$ cat src/rtl/dn_route_cfg_loader_if.sv
// Benes route-config stream and network-control bundle.
// master: configuration source; slave: the loader.
interface dn_route_cfg_loader_if #(
    parameter int N           = 64,
    parameter int SW_PER_BEAT = 16
);
    localparam int N_LEVELS = 2 * $clog2(N) - 1;
    localparam int N_SW     = N_LEVELS * N / 2;

    logic                     cfg_valid;
    logic                     cfg_ready;
    logic [2*SW_PER_BEAT-1:0] cfg_data;
    logic                     cfg_last;
    logic                     cfg_err;
    logic                     cfg_loaded;
    logic                     run_req;
    logic                     stop_req;
    logic [2*N_SW-1:0]        route_signals;
    logic                     set_en;
    logic                     route_en;

    modport master (
        output cfg_valid, cfg_data, cfg_last, run_req, stop_req,
        input  cfg_ready, cfg_err, cfg_loaded, route_signals,
        input  set_en, route_en
    );

    modport slave (
        input  cfg_valid, cfg_data, cfg_last, run_req, stop_req,
        output cfg_ready, cfg_err, cfg_loaded, route_signals,
        output set_en, route_en
    );
endinterface

$ cat src/rtl/dn_route_cfg_loader.sv
// Double-buffered Benes switch-setting loader: fills a shadow bank
// from a beat stream, commits it to the active bank, sequences set/route.
module dn_route_cfg_loader #(
    parameter int N           = 64,
    parameter int SW_PER_BEAT = 16
) (
    input logic            clk,
    input logic            reset,
    dn_route_cfg_loader_if.slave cfg
);
    localparam int N_LEVELS = 2 * $clog2(N) - 1;
    localparam int N_SW     = N_LEVELS * N / 2;
    localparam int W        = 2 * SW_PER_BEAT;
    localparam int N_BEATS  = (N_SW + SW_PER_BEAT - 1) / SW_PER_BEAT;
    localparam int BW       = (N_BEATS > 1) ? $clog2(N_BEATS) : 1;
    localparam logic [BW-1:0] LAST_BEAT = BW'(N_BEATS - 1);

    typedef enum logic {
        FILL,
        FULL
    } state_e;

    state_e              state_q;
    logic [BW-1:0]       beat_cnt_q;
    logic [BW-1:0]       beat_cnt_d;
    logic [W-1:0]        shadow_q [N_BEATS];
    logic [2*N_SW-1:0]   active_q;
    logic                ready_q;
    logic                err_q;
    logic                loaded_q;
    logic                set_en_q;
    logic                route_en_q;

    logic [N_BEATS*W-1:0] shadow_flat;
    logic                 accept;
    logic                 commit;
    logic                 final_beat;

    assign accept     = cfg.cfg_valid & ready_q;
    assign commit     = (state_q == FULL) & cfg.run_req;
    assign final_beat = (beat_cnt_q == LAST_BEAT);

    always_comb begin
        shadow_flat = '0;
        for (int b = 0; b < N_BEATS; b++) begin
            shadow_flat[b*W +: W] = shadow_q[b];
        end
    end

    // Both a good and a malformed end of frame restart at beat 0.
    always_comb begin
        beat_cnt_d = beat_cnt_q;
        if (accept) begin
            if (final_beat || cfg.cfg_last) begin
                beat_cnt_d = '0;
            end else begin
                beat_cnt_d = beat_cnt_q + 1'b1;
            end
        end
    end

    always_ff @(posedge clk or posedge reset) begin
        if (reset) begin
            state_q    <= FILL;
            beat_cnt_q <= '0;
            active_q   <= '0;
            ready_q    <= 1'b0;
            err_q      <= 1'b0;
            loaded_q   <= 1'b0;
            set_en_q   <= 1'b0;
            route_en_q <= 1'b0;
            for (int b = 0; b < N_BEATS; b++) begin
                shadow_q[b] <= '0;
            end
        end else begin
            err_q      <= 1'b0;
            set_en_q   <= 1'b0;
            beat_cnt_q <= beat_cnt_d;
            if (accept) begin
                shadow_q[beat_cnt_q] <= cfg.cfg_data;
            end
            unique case (state_q)
                FILL: begin
                    ready_q <= 1'b1;
                    if (accept) begin
                        if (final_beat && cfg.cfg_last) begin
                            state_q  <= FULL;
                            ready_q  <= 1'b0;
                            loaded_q <= 1'b1;
                        end else if (final_beat || cfg.cfg_last) begin
                            err_q <= 1'b1;
                        end
                    end
                end
                FULL: begin
                    if (cfg.run_req) begin
                        active_q <= shadow_flat[2*N_SW-1:0];
                        loaded_q <= 1'b0;
                        ready_q  <= 1'b1;
                        state_q  <= FILL;
                    end
                end
            endcase
            // Commit outranks stop; routing resumes one cycle after the latch strobe.
            if (commit) begin
                set_en_q   <= 1'b1;
                route_en_q <= 1'b0;
            end else if (cfg.stop_req) begin
                route_en_q <= 1'b0;
            end else if (set_en_q) begin
                route_en_q <= 1'b1;
            end
        end
    end

    assign cfg.cfg_ready     = ready_q;
    assign cfg.cfg_err       = err_q;
    assign cfg.cfg_loaded    = loaded_q;
    assign cfg.route_signals = active_q;
    assign cfg.set_en        = set_en_q;
    assign cfg.route_en      = route_en_q;
endmodule
$ cat src/flat_wrapper.sv
// flat-port wrapper written by rule: the top's interface ports become plain ports
module dn_route_cfg_loader_flat 
#(
    parameter int N           = 64,
    parameter int SW_PER_BEAT = 16
)
  (clk, reset, cfg_cfg_valid, cfg_cfg_data, cfg_cfg_last, cfg_run_req, cfg_stop_req, cfg_cfg_ready, cfg_cfg_err, cfg_cfg_loaded, cfg_route_signals, cfg_set_en, cfg_route_en);
  dn_route_cfg_loader_if #(.N(N), .SW_PER_BEAT(SW_PER_BEAT)) cfg_i ();
  input logic clk;
  input logic reset;
  input wire logic [$bits(cfg_i.cfg_valid)-1:0] cfg_cfg_valid;
  input wire logic [$bits(cfg_i.cfg_data)-1:0] cfg_cfg_data;
  input wire logic [$bits(cfg_i.cfg_last)-1:0] cfg_cfg_last;
  input wire logic [$bits(cfg_i.run_req)-1:0] cfg_run_req;
  input wire logic [$bits(cfg_i.stop_req)-1:0] cfg_stop_req;
  output wire logic [$bits(cfg_i.cfg_ready)-1:0] cfg_cfg_ready;
  output wire logic [$bits(cfg_i.cfg_err)-1:0] cfg_cfg_err;
  output wire logic [$bits(cfg_i.cfg_loaded)-1:0] cfg_cfg_loaded;
  output wire logic [$bits(cfg_i.route_signals)-1:0] cfg_route_signals;
  output wire logic [$bits(cfg_i.set_en)-1:0] cfg_set_en;
  output wire logic [$bits(cfg_i.route_en)-1:0] cfg_route_en;
  assign cfg_i.cfg_valid = cfg_cfg_valid;
  assign cfg_i.cfg_data = cfg_cfg_data;
  assign cfg_i.cfg_last = cfg_cfg_last;
  assign cfg_i.run_req = cfg_run_req;
  assign cfg_i.stop_req = cfg_stop_req;
  assign cfg_cfg_ready = cfg_i.cfg_ready;
  assign cfg_cfg_err = cfg_i.cfg_err;
  assign cfg_cfg_loaded = cfg_i.cfg_loaded;
  assign cfg_route_signals = cfg_i.route_signals;
  assign cfg_set_en = cfg_i.set_en;
  assign cfg_route_en = cfg_i.route_en;
  dn_route_cfg_loader #(.N(N), .SW_PER_BEAT(SW_PER_BEAT)) u_core (.clk(clk), .reset(reset), .cfg(cfg_i));
endmodule
$ cat config.mk
export PLATFORM = sky130hd
export DESIGN_NAME = dn_route_cfg_loader_flat
export DESIGN_NICKNAME = d
export VERILOG_FILES = /design/src/rtl/dn_route_cfg_loader_if.sv /design/src/rtl/dn_route_cfg_loader.sv /design/src/flat_wrapper.sv
export SDC_FILE = /design/constraint.sdc
export NUM_CORES = 2
export LEC_CHECK = 0
export ABC_AREA = 1
export BUFFER_PORTS_ARGS = -buffer_cell sky130_fd_sc_hd__buf_2
export CAP_MARGIN = 20
export CORE_ASPECT_RATIO = 0.75
export CORE_MARGIN = 2
export CORE_UTILIZATION = 26
export CTS_CLUSTER_SIZE = 14
export DETAILED_ROUTE_END_ITERATION = 10
export GPL_TIMING_DRIVEN = 0
export PLACE_DENSITY = 0.41
export REMOVE_ABC_BUFFERS = 1
export SLEW_MARGIN = 20
export SYNTH_ARGS = -nofsm -noshare
export SYNTH_HDL_FRONTEND = slang
export SYNTH_SLANG_ARGS = --single-unit
$ cat constraint.sdc
create_clock -name clk -period 57.1 [get_ports clk]
set_clock_uncertainty 0.1 [all_clocks]
set_input_delay 5.71 -clock clk [delete_from_list [all_inputs] [get_ports clk]]
set_output_delay 5.71 -clock clk [all_outputs]
set_load 0.03 [all_outputs]
Yosys cells after proc, flatten, opt, wreduce, memory -nomap -nowiden
Index checks and enable logic that the tools add are counted.
- bits in registers: 1419
- input bits: 38
- output and inout port bits: 709
- logic and storage cells: 71
- add/sub/neg operators: 1
- order comparisons: 2
- equality and inequality tests: 4
- mux-type cells: 24
- bitwise gates (word level): 4
- reductions and logical operators: 6
- operators by type and width (operator ; count):
    704-bit bitwise mux ; 1
    32-bit demux with 5-bit select ; 1
    32-bit two-way mux ; 1
    1-bit two-way mux ; 17
    6-bit greater-or-equal comparator (second input constant) ; 1
    6-bit by 1-bit less-than comparator with 1-bit output (second input constant) ; 1
    5-bit inverter with 6-bit output ; 1
    1-bit case mux with 2 select lines ; 3
    5-bit by 1-bit adder with 5-bit output (second input constant) ; 1
    5-bit equality test (second input constant) ; 1
    5-bit two-way mux ; 1
    2-bit by 1-bit != test with 1-bit output (second input constant) ; 2
    3-bit AND reduction ; 1
    3-bit nonzero test ; 1
    1-bit bitwise AND ; 2
    1-bit logical AND ; 2
    2-bit != test (second input constant) ; 1
    2-bit AND reduction ; 1
    1-bit logical OR ; 1
    1-bit inverter ; 1

Logic depth before layout (Yosys ltp)
- depth after elaboration: 6
- mapped depth: 10
- mapped depth without buffers: 10

Worst setup path before layout
OpenSTA, ideal clock, no wires.
- path kind: input to register
- start point: input port cfg_run_req
- end point: register u_core.active_q[247] (netlist: u_core.cfg.route_signals[247])
- library setup time: 0.065 ns
- arrival: 6.623 ns
- data required time: 56.935 ns
- setup slack: 50.312 ns
- cell stages on the path: 6
- path buffers: 2
- cell sequence: nand2_1 -> inv_2 -> clkbuf_1 -> clkbuf_1 -> nand2_1 -> nand2_1
- longest elaborated chain between the ends: 1
- RTL lines (element ; line ; RTL):
    from (decl) ; flat_wrapper.sv:14 ; input wire logic [$bits(cfg_i.run_req)-1:0] cfg_run_req;
    2-bit AND reduction (no line) ; -- ;
    to (signal assigned) ; dn_route_cfg_loader.sv:97 ; active_q <= shadow_flat[2*N_SW-1:0];
    to (decl) ; dn_route_cfg_loader.sv:27 ; logic [2*N_SW-1:0] active_q;
Every way passes these cells.
A chain may end at the register's enable or synchronous reset.

==> results.yml <==
run_status:
  run_status: "complete, no violations"
logic_synthesis:
  synthTopCellsByArea: "sky130_fd_sc_hd__dfrtp_1 67%, sky130_fd_sc_hd__nand2_1 20%, sky130_fd_sc_hd__o21ai_0 5.5%, sky130_fd_sc_hd__inv_1 2.1%, sky130_fd_sc_hd__clkbuf_1 1.5%"
  synth_async_sr_flop_share_pct: 100
  synth_seq_area_share_pct: 67.1
  postSynthCellCount: 5692
  synth_area_mm2: 0.0529
  ys_warn_count: 0
  post_synth_num_cell_types: 23
  synth_flop_cell: "sky130_fd_sc_hd__dfrtp_1"
  synth_area_leader_cell: "sky130_fd_sc_hd__dfrtp_1"
  synth.top_cell.area_share_pct: 67.1
  synth_enable_flop_cells: 0
  synth.top_cells.by_count: "2772 x sky130_fd_sc_hd__nand2_1, 1419 x sky130_fd_sc_hd__dfrtp_1, 583 x sky130_fd_sc_hd__o21ai_0"
  postSynthRegisterBits: 1419
  synth_most_common_cell: "sky130_fd_sc_hd__nand2_1"
  synth.avg_cell_area_um2: 9.30
clock_tree:
  clock_buffers_created_by_tritoncts: 165
  clock_insertion_delay_worst_skew_ns: 0.78
  clock_transition_time_at_the_flip_flop_clock_pins_of_the_worst_setup_and_hold_paths_ns: 0.06
  tritoncts_num_sinks: 1419
  cts-htree-levels: 4
  cts-root-buf: "sky130_fd_sc_hd__clkbuf_16"
  tritoncts: "built"
  cts.repair_timing.setup_buffer_count: 0
  postCtsResizedCells: 0
  cts_buffer_depth: 4
  hold_buffers: 0
global_routing:
  antenna_found_initial: 15
  groute.usage.overall_pct: 18.0
  grt_first_pass_wirelength_mm: 276
  grt.overflow.total: 0
  grt_pass1_vias: 38900
  grt_max_degree: 106
critical_path:
  cp_common_cell: "sky130_fd_sc_hd__buf_16"
  ff2ff_setup_slack_ns: 54.08
  critPathBufInv: 8
  crit_arrival_ns: 8.94
  largest_fanout_of_any_net_on_the_critical_path: 97
  reg2reg_depth: 7
  regToRegEndpoint: "u_core.cfg.route_signals[111]$_DFFE_PP0P_"
  critical_path.reg2reg.startpoint: "u_core.state_q$_DFF_PP0_"
  cells_traversed_along_the_worst_timing_path: "buf_2 -> inv_8 -> buf_16 -> buf_16 -> buf_16 -> buf_16 -> buf_16 -> buf_16"
  crit_family: "buffers and inverters"
  worst-setup-path-type: "in -> async"
  cp-end-kind: "asynchronous set/reset pin"
  critical-path-max-stage-delay_ns: 0.45
  startpoint_type: "input pin"
  required_time_at_the_worst_slack_endpoint_ns: 57.91
  critical_path.slowest_cell: "sky130_fd_sc_hd__buf_16"
drt:
  vias: 39400
  routed_via_density: 4.31
  drt_wl_total_mm: 188
  dr.pass1.iters: 6
  detail_route.wl_per_cell_um: 20.6
  drtAntennaViolNets: 0
  drt_iter0_markers: 3174
  drc: 0
layout:
  finalNetCount: 6366
  ff_latch_area_mm2: 0.0355
  share_of_cells_above_drive_strength_1_pct: 17.3
  area_delta_synth_final_pct: 24.2
  multi_input_comb_area_mm2: 0.0149
  final.fill_count: 21200
  post-route-cell-area_mm2: 0.0657
timing:
  peak_clock_frequency_supported_by_timing_mhz: 123
  relSlewSlack_pct: 25.7
  setup_viol: 0
  tns_ns: 0
  post-route-period-util_pct: 14.2
  rsz0062_at_grt: "false"
  final_period_minus_worst_setup_slack_ns: 8.13
  worstMarginPinSlew_ns: 1.11
  drv_slew: 0
  finalHoldViolations: 0
die:
  coreArea_mm2: 0.202
  die_y_um: 395
  fp.dieW_um: 525
  start_util_pct: 26.2
  row_count: 143
  dieArea_mm2: 0.207
  io_pins: 747
power:
  power.static_leakage_nw: 35.9
  peakVddDrop_v: 0.0000202
  cellPowerDensity_mw_per_mm2: 37.5
hold_path:
  min_delay_path_depth: 2
  min_from: "u_core.shadow_flat[481]$_DFFE_PP0P_"
  min_path_type: "reg -> reg"
  worst_hold_endpoint: "u_core.cfg.route_signals[481]$_DFFE_PP0P_"
placement:
  dp_hpwl_mm: 122
  globalplace.congestion: 0.731
  cell_area_after_placement_mm2: 0.0605
  numPortBuffers: 746
run:
  drv_cap: 0
layer usage:
metal / global-route usage [%] / share of wire [%] / vias to the layer above / wire, um
met3: 5.28 / 7.4 / 259 / 14000
met2: 27.6 / 44 / 997 / 83500
met5: 0 / 0 / - / 0
met1: 24.4 / 45 / 19300 / 85100
met4: 5.20 / 2.9 / 0 / 5510
li1: - / - / 18800 / -
worst register-to-register path, stage by stage (launching register included):
cell	delay, ns
sky130_fd_sc_hd__dfrtp_1	0.38
sky130_fd_sc_hd__nand2_4	0.36
sky130_fd_sc_hd__buf_16	0.34
sky130_fd_sc_hd__inv_8	0.51
sky130_fd_sc_hd__buf_16	0.43
sky130_fd_sc_hd__buf_16	0.46
sky130_fd_sc_hd__nand2_1	0.32
sky130_fd_sc_hd__nand2_1	0.09
logic make-up (layout without fill, tap and decap cells):
group                      Yosys count  count (layout)  synth area share, %
DFF                               1419            1419                 67.1
other                                0               7                    0
adders and majority gates            6               6                0.142
and+or+nand+nor                   2887            2887                 21.0
buffers and inverters              671            1419                 5.07
AOI/OAI and AO/OA                  709             709                 6.72
flip-flops by register name, summed over array words and instances, names as in the netlist:
| register | flops |
|---|---|
| u_core.cfg.set_en | 1 |
| u_core.cfg.cfg_ready | 1 |
| u_core.beat_cnt_q | 5 |
| u_core.cfg.cfg_err | 1 |
| u_core.cfg.cfg_loaded | 1 |
| u_core.shadow_flat | 704 |
| u_core.state_q | 1 |
| u_core.cfg.route_signals | 704 |
| u_core.cfg.route_en | 1 |
final cells by class:
class                   instances  area share, %
diodes                          7         0.0266
clock buffers                 248           7.35
clock inverters                37          0.556
inverters                     308           1.78
multi-input cells            3602           22.6
flip-flops and latches       1419           54.0
well taps                    2682           5.10
repair buffers                826           8.58
how the worst max path moves through the flow:
stage                           start                                         to  cells past startpoint
final                           reset        u_core.shadow_flat[701]$_DFFE_PP0P_                      8
after global routing            reset  u_core.cfg.route_signals[143]$_DFFE_PP0P_                      8
after floorplan                 reset           u_core.beat_cnt_q[0]$_DFFE_PP0P_                      1
after global placement    cfg_run_req  u_core.cfg.route_signals[449]$_DFFE_PP0P_                      5
after CTS                       reset        u_core.shadow_flat[592]$_DFFE_PP0P_                      8
after detailed placement        reset  u_core.cfg.route_signals[617]$_DFFE_PP0P_                      8
metrics by stage:
step           std cells  util, %  hold WS [ns]  total power [W]  worst slack (ns)
5_1_grt             9124     32.5         0.370          0.00260             48.55
3_5_place_dp        8837     29.9         0.349          0.00145             48.01
2_1_floorplan       5329        -         0.341          0.00136             11.27
6_report            9129     32.5         0.350          0.00247             48.97
3_3_place_gp        8757     28.9         0.351          0.00146            -32.74
4_1_cts             9122     32.5         0.355          0.00251             48.88
power breakdown:
part	total, W	switching [W]	internal (W)
Clock	0.00104	0.000430	0.000606
Sequential	0.00118	0.0000515	0.00113
Combinational	0.000256	0.000182	0.0000732
Total	0.00247	0.000664	0.00180
placed cells by master, fill, tap and decap left out:
cell,count
sky130_fd_sc_hd__buf_16,41
sky130_fd_sc_hd__bufinv_16,5
sky130_fd_sc_hd__nand2_1,2762
sky130_fd_sc_hd__nor2_1,13
sky130_fd_sc_hd__o21ai_0,583
sky130_fd_sc_hd__o21bai_1,1
sky130_fd_sc_hd__clkbuf_1,45
sky130_fd_sc_hd__o21ai_1,124
sky130_fd_sc_hd__clkinv_2,18
sky130_fd_sc_hd__nor3b_1,1
sky130_fd_sc_hd__inv_8,2
sky130_fd_sc_hd__nor3_1,1
sky130_fd_sc_hd__buf_2,746
sky130_fd_sc_hd__nand3_2,4
sky130_fd_sc_hd__dfrtp_1,1419
sky130_fd_sc_hd__diode_2,7
sky130_fd_sc_hd__nor2_4,17
sky130_fd_sc_hd__buf_12,39
sky130_fd_sc_hd__clkinv_8,1
sky130_fd_sc_hd__nand3_1,38
sky130_fd_sc_hd__clkbuf_8,37
sky130_fd_sc_hd__ha_2,1
sky130_fd_sc_hd__nand4_1,32
sky130_fd_sc_hd__clkinvlp_4,4
sky130_fd_sc_hd__clkbuf_16,166
sky130_fd_sc_hd__nand2_4,8
sky130_fd_sc_hd__nor2_8,1
sky130_fd_sc_hd__inv_1,301
sky130_fd_sc_hd__ha_1,5
sky130_fd_sc_hd__inv_2,5
sky130_fd_sc_hd__nand2_2,10
sky130_fd_sc_hd__clkinv_4,1
sky130_fd_sc_hd__o31a_1,1
sky130_fd_sc_hd__inv_6,8
Power figures use the tool's default switching activity.
